--- config.mk ---
export PLATFORM = sky130hd
export DESIGN_NAME = hazard_ctrl
export DESIGN_NICKNAME = d
export VERILOG_FILES = /design/src/rtl/hazard_pkg.sv /design/src/rtl/sat_counter.sv /design/src/rtl/hazard_ctrl.sv
export SDC_FILE = /design/constraint.sdc
export NUM_CORES = 1
export LEC_CHECK = 0
export ABC_AREA = 0
export BUFFER_PORTS_ARGS = -buffer_cell sky130_fd_sc_hd__buf_2
export CORE_MARGIN = 1.5
export CORE_UTILIZATION = 50
export CTS_CLUSTER_SIZE = 25
export DETAILED_ROUTE_END_ITERATION = 12
export PLACE_DENSITY = 0.76
export SYNTH_ARGS = -nofsm -noshare
export SYNTH_HDL_FRONTEND = slang
export SYNTH_SLANG_ARGS = --single-unit
--- constraint.sdc ---
create_clock -name clk_i -period 4.1 [get_ports clk_i]
set_clock_uncertainty 0.1 [all_clocks]
set_input_delay 1.23 -clock clk_i [delete_from_list [all_inputs] [get_ports clk_i]]
set_output_delay 1.23 -clock clk_i [all_outputs]
set_load 0.1 [all_outputs]
--- src/rtl/hazard_pkg.sv ---
// Shared types and constants for the pipeline hazard controller.
// State encoding is visible on state_o, so the enum values are fixed.
package hazard_pkg;

  localparam int WAIT_MAX    = 255;
  localparam int STALL_CNT_W = 16;
  localparam int WAIT_CNT_W  = 8;
  localparam int REG_W       = 5;

  typedef enum logic [1:0] {
    ST_IDLE    = 2'd0,
    ST_RUN     = 2'd1,
    ST_MEMWAIT = 2'd2,
    ST_ERROR   = 2'd3
  } state_e;

  // Pipeline steering bundle produced each cycle by the controller.
  typedef struct packed {
    logic pc_write;
    logic if_id_write;
    logic if_id_flush;
    logic id_ex_bubble;
    logic pipe_hold;
    logic mem_wb_bubble;
  } ctrl_t;

  // r0 is hardwired to zero, so a load into it never creates a dependency.
  function automatic logic load_use_hit(
    input logic             mem_read,
    input logic [REG_W-1:0] ex_rt,
    input logic [REG_W-1:0] id_rs,
    input logic [REG_W-1:0] id_rt
  );
    return mem_read && (ex_rt != '0) && ((ex_rt == id_rs) || (ex_rt == id_rt));
  endfunction

endpackage

--- src/rtl/sat_counter.sv ---
// Up-counter that sticks at all-ones instead of wrapping.
// Count visible one cycle after the increment request.
module sat_counter #(
  parameter int W = 16
) (
  input  logic         clk_i,
  input  logic         rst_i,
  input  logic         inc_i,
  output logic [W-1:0] cnt_o
);

  logic [W-1:0] cnt_q;
  logic [W-1:0] cnt_d;

  always_comb begin
    cnt_d = cnt_q;
    if (inc_i && (cnt_q != {W{1'b1}})) begin
      cnt_d = cnt_q + W'(1);
    end
  end

  always_ff @(posedge clk_i or negedge rst_i) begin
    if (!rst_i) begin
      cnt_q <= '0;
    end else begin
      cnt_q <= cnt_d;
    end
  end

  assign cnt_o = cnt_q;

endmodule

--- src/rtl/hazard_ctrl.sv ---
// Five-stage pipeline hazard controller: load-use stalls, branch flush,
// data-memory freeze with timeout into a sticky error state.
module hazard_ctrl
  import hazard_pkg::*;
(
  input  logic                   clk_i,
  input  logic                   rst_i,
  input  logic                   start_i,
  input  logic                   ID_EX_memRead_i,
  input  logic [REG_W-1:0]       ID_EX_RegRt_i,
  input  logic [REG_W-1:0]       IF_ID_RegRs_i,
  input  logic [REG_W-1:0]       IF_ID_RegRt_i,
  input  logic                   branch_taken_i,
  input  logic                   mem_req_i,
  input  logic                   mem_ack_i,
  output logic                   pc_write_o,
  output logic                   IF_ID_write_o,
  output logic                   IF_ID_flush_o,
  output logic                   ID_EX_bubble_o,
  output logic                   pipe_hold_o,
  output logic                   MEM_WB_bubble_o,
  output logic [STALL_CNT_W-1:0] stall_cnt_o,
  output logic                   err_o,
  output logic [1:0]             state_o
);

  state_e                state_q, state_d;
  logic [WAIT_CNT_W-1:0] wait_cnt_q, wait_cnt_d;
  ctrl_t                 ctrl;
  logic                  active;
  logic                  freeze;
  logic                  loaduse;
  logic                  stall_inc;

  assign active  = (state_q == ST_RUN) || (state_q == ST_MEMWAIT);
  // A zero-latency ack completes the access in the same cycle, so no freeze.
  assign freeze  = active && mem_req_i && !mem_ack_i;
  assign loaduse = (state_q == ST_RUN) &&
                   load_use_hit(ID_EX_memRead_i, ID_EX_RegRt_i, IF_ID_RegRs_i, IF_ID_RegRt_i);

  always_ff @(posedge clk_i or negedge rst_i) begin
    if (!rst_i) begin
      state_q    <= ST_IDLE;
      wait_cnt_q <= '0;
    end else begin
      state_q    <= state_d;
      wait_cnt_q <= wait_cnt_d;
    end
  end

  always_comb begin
    ctrl       = '0;
    state_d    = state_q;
    wait_cnt_d = wait_cnt_q;
    case (state_q)
      ST_IDLE: begin
        if (start_i) begin
          state_d = ST_RUN;
        end
      end
      ST_RUN, ST_MEMWAIT: begin
        // A taken branch masked by a stall simply re-resolves next cycle.
        if (freeze) begin
          ctrl.pipe_hold     = 1'b1;
          ctrl.mem_wb_bubble = 1'b1;
        end else if (loaduse) begin
          ctrl.id_ex_bubble  = 1'b1;
        end else begin
          ctrl.pc_write      = 1'b1;
          ctrl.if_id_write   = 1'b1;
          ctrl.if_id_flush   = branch_taken_i;
        end

        if (state_q == ST_RUN) begin
          if (freeze) begin
            state_d    = ST_MEMWAIT;
            wait_cnt_d = '0;
          end
        end else if (mem_ack_i) begin
          state_d = ST_RUN;
        end else if (wait_cnt_q == WAIT_CNT_W'(WAIT_MAX)) begin
          state_d = ST_ERROR;
        end else begin
          wait_cnt_d = wait_cnt_q + WAIT_CNT_W'(1);
        end
      end
      ST_ERROR: begin
        ctrl.pipe_hold     = 1'b1;
        ctrl.mem_wb_bubble = 1'b1;
      end
      default: begin
        state_d = ST_IDLE;
      end
    endcase
  end

  assign stall_inc = active && !ctrl.pc_write;

  sat_counter #(
    .W(STALL_CNT_W)
  ) u_stall_cnt (
    .clk_i (clk_i),
    .rst_i (rst_i),
    .inc_i (stall_inc),
    .cnt_o (stall_cnt_o)
  );

  assign pc_write_o      = ctrl.pc_write;
  assign IF_ID_write_o   = ctrl.if_id_write;
  assign IF_ID_flush_o   = ctrl.if_id_flush;
  assign ID_EX_bubble_o  = ctrl.id_ex_bubble;
  assign pipe_hold_o     = ctrl.pipe_hold;
  assign MEM_WB_bubble_o = ctrl.mem_wb_bubble;
  assign err_o           = (state_q == ST_ERROR);
  assign state_o         = state_q;

endmodule
==> results.sh <==
export IMPL_outcome="completed"
export IMPL_muxShareOfSynthArea_pct=1.96
export IMPL_diodes=0
export IMPL_setup_viol=0
export IMPL_synth_cell_type_count=54
export IMPL_p_comb_share_pct=11.8
export IMPL_vdd_drop_max_mv=0.143
export IMPL_synth_avg_cell_area_um2=8.95
export IMPL_leakage_nw=1.09
export IMPL_r2r_slack_ps=1710
export IMPL_power_switching_w=0.000119
export IMPL_critPathKind="in2out"
export IMPL_ctsHoldBuffers=0
export IMPL_power_switching_share_pct=24.5
export IMPL_rsz0062_at_grt="yes"
export IMPL_drv_slew=0
export IMPL_crit_arrival_ps=2730
export IMPL_synth_async_reset_ratio_pct=100
export IMPL_cts_tree="yes"
export IMPL_yosys_area_share_adder_pct=4.05
export IMPL_std_cell_rows=21
export IMPL_final_antenna_net_count=0
export IMPL_root_buffer="clkbuf_8"
export IMPL_max_cap_violations=0
export IMPL_io_pins=47
export IMPL_max_freq_mhz=246
export IMPL_synthFlopType="dfrtp_1"
export IMPL_drt_drc_violations_left=0
export IMPL_die_w_um=63.9
export IMPL_port_buffers=46
export IMPL_synth_compound_area_share_pct=15.0
export IMPL_synth_edff_count=0
export IMPL_core_mm2=0.00344
export IMPL_grt_pass1_vias=1647
export IMPL_synth_top_family_by_area="simple AND/OR/NAND/NOR gates"
export IMPL_htree_levels=1
export IMPL_ys_seq_area_share_pct=35.1
export IMPL_startpoint_type="input port"
export IMPL_dieHeight_um=63.9
export IMPL_die_area_mm2=0.00408
export IMPL_fin_ws_ps=40.1
export IMPL_syn_inst=207
export IMPL_fin_crit_ps=4060
export IMPL_initial_utilization_pct=53.8
export IMPL_synthesis_nets=235
export IMPL_area_delta_synth_final_pct=28.1
export IMPL_via_count=1752
export IMPL_post_place_ws_ps=-47.6
export IMPL_synth_simple_area_share_pct=27.8
export IMPL_vias_per_cell=5.71
export IMPL_dp_cells=301
export IMPL_fin_tns_setup_ps=0
export IMPL_drive_above_1_share_pct=31.4
export IMPL_routed_wl_um=4460
export IMPL_yosysWarnings=0
export IMPL_p_per_area_mw_per_mm2=204
export IMPL_nets=290
export IMPL_routedWlPerCell_um=14.5
export IMPL_stdcell_count=307
export IMPL_fillerInstances=295
export IMPL_syn_area_mm2=0.00185
export IMPL_ys_ff_latch=26
export IMPL_overflow=0
export IMPL_numCtsBuffers=3
export IMPL_dr_first_iter_drc_count=107
export IMPL_yosysTopAreaCell="dfrtp_1"
export IMPL_final_seq_area_um2=656
export IMPL_grt_usage_pct=22.4
export IMPL_synth_xor_xnor_area_share_pct=12.3
export IMPL_clk_pin_slew_ps=90
export IMPL_gp_congestion=0.865
export IMPL_fin_crit_sh_pct=99.0
export IMPL_synthTopCellsByArea="dfrtp_1 35%, xor2_1 9.9%, ha_1 4.1%"
export IMPL_worstMarginPinSlew_ps=847
export IMPL_clockBufferDepth=2
export IMPL_cts_sinks=26
export IMPL_worstSetupEndpointType="output pin"
export IMPL_drtPass1Iterations=4
export IMPL_worstPathMaxFanout=3
export IMPL_yosysTopAreaCellShare_pct=35.1
export IMPL_hold_viol=0
export IMPL_internal_power_w=0.000366
export IMPL_grt_pass1_wl_um=7380
export IMPL_grt_start_max_net_pins=27
export IMPL_p_seq_share_pct=53.1
export IMPL_slew_headroom_pct=43.5
export IMPL_clock_latency_ps=270
export IMPL_cp_required_ps=2770
export IMPL_multi_input_area_mm2=0.00118
export IMPL_min_path_type="reg2reg"
export IMPL_power_share_clock_pct=35.0
export IMPL_antenna_found_initial=0
export IMPL_dpl_hpwl_um=3280
## Yosys cell counts (4+ instances only)
cell type	count
ha_1	6
nand3_1	10
inv_1	8
a21oi_1	5
nand4_1	8
nand2_1	20
xnor2_1	5
nor3_1	14
nor2_1	16
o21ai_0	5
nor4_1	4
dfrtp_1	26
xor2_1	21
## flip-flops by register name, indices dropped and copies added, names as in the netlist
name and count:
u_stall_cnt.cnt_o 16, wait_cnt_q 8, state_o 2
## worst paths after layout
path	startpoint	endpoint	cells after the start
worst max-delay path	ID_EX_RegRt_i[1]	IF_ID_write_o	6
worst min-delay path	u_stall_cnt.cnt_o[15]	u_stall_cnt.cnt_o[15]	1
worst max register to register	state_o[1]	wait_cnt_q[6]	7
worst min register to register	u_stall_cnt.cnt_o[15]	u_stall_cnt.cnt_o[15]	1
max in group asynchronous	rst_i	state_o[1]	1
min in group asynchronous	rst_i	wait_cnt_q[1]	1
## critical path, cell delays in order
cell     delay, ps
buf_6           90
or4_4          540
o211a_4        270
and2_4         160
nor3_4         220
buf_12         210
## power groups by stage
stage	clock [W]	combinational (W)	sequential, W
floorplan	0	0.0000208	0.000266
global placement	0	0.0000528	0.000263
detailed placement	0	0.0000539	0.000263
finish	0.000170	0.0000574	0.000257
global route	0.000184	0.0000619	0.000258
CTS	0.000174	0.0000542	0.000257
## kinds of logic (layout without fill, tap and decap cells)
family                   Yosys count  after routing
AND/OR/NAND/NOR                   95             95
XOR/XNOR                          26             26
multiplexers                       3              3
buffers and inverters             16             70
adder cells (fa/ha/maj)            6              6
flip-flops                        26             26
AO/OA/AOI/OAI                     35             35
## cells in the final DEF (no fill, tap or decap), types with 2 or more instances in the layout
cell      instances
a21oi_1           5
a311o_1           2
a31oi_1           3
and3_1            2
and4_1            2
and4_2            2
buf_12            4
buf_2            40
buf_4            12
buf_6             2
clkbuf_8          4
dfrtp_1          24
ha_1              6
inv_1             8
nand2_1          20
nand3_1          10
nand4_1           8
nor2_1           15
nor2_4            2
nor2b_1           2
nor3_1           10
nor3_2            2
nor3_4            2
nor3b_1           2
nor4_1            4
o211ai_1          2
o21ai_0           5
o31ai_1           3
or3_1             3
or4_1             2
xnor2_1           5
xor2_1           20
## area by class of cell
| cell class | count | share of cell area, % |
|---|---|---|
| Multi-Input combinational cell | 165 | 49.8 |
| Inverter | 8 | 1.27 |
| Clock buffer | 4 | 2.32 |
| Tap cell | 46 | 2.43 |
| Sequential cell | 26 | 27.6 |
| Timing Repair Buffer | 58 | 16.6 |
## repair_timing
item	4_1_cts	5_1_grt
pin swaps	4	1
buffers inserted	0	2
setup endpoints to repair	3	3
gates resized for setup	0	3
## metal layers
layer / vias to the layer above / global-route usage [%] / share of wire (%)
met1: 814 / 29.6 / 45
li1: 873 / - / -
met2: 58 / 37.5 / 48
met3: 7 / 2.82 / 5.1
met5: - / 0 / 0
met4: 0 / 8.42 / 1.7
## metrics by stage
stage               hold slack, ps  instance area, µm²  total power (W)  util, %
floorplan                      381                1910         0.000287        -
global route                   455                2370         0.000504     68.9
detailed placement             396                2280         0.000316     66.3
finish                         419                2370         0.000484     68.9
global placement               375                2280         0.000315     66.3
CTS                            415                2340         0.000486     67.9
Power figures use the tool's default switching activity.
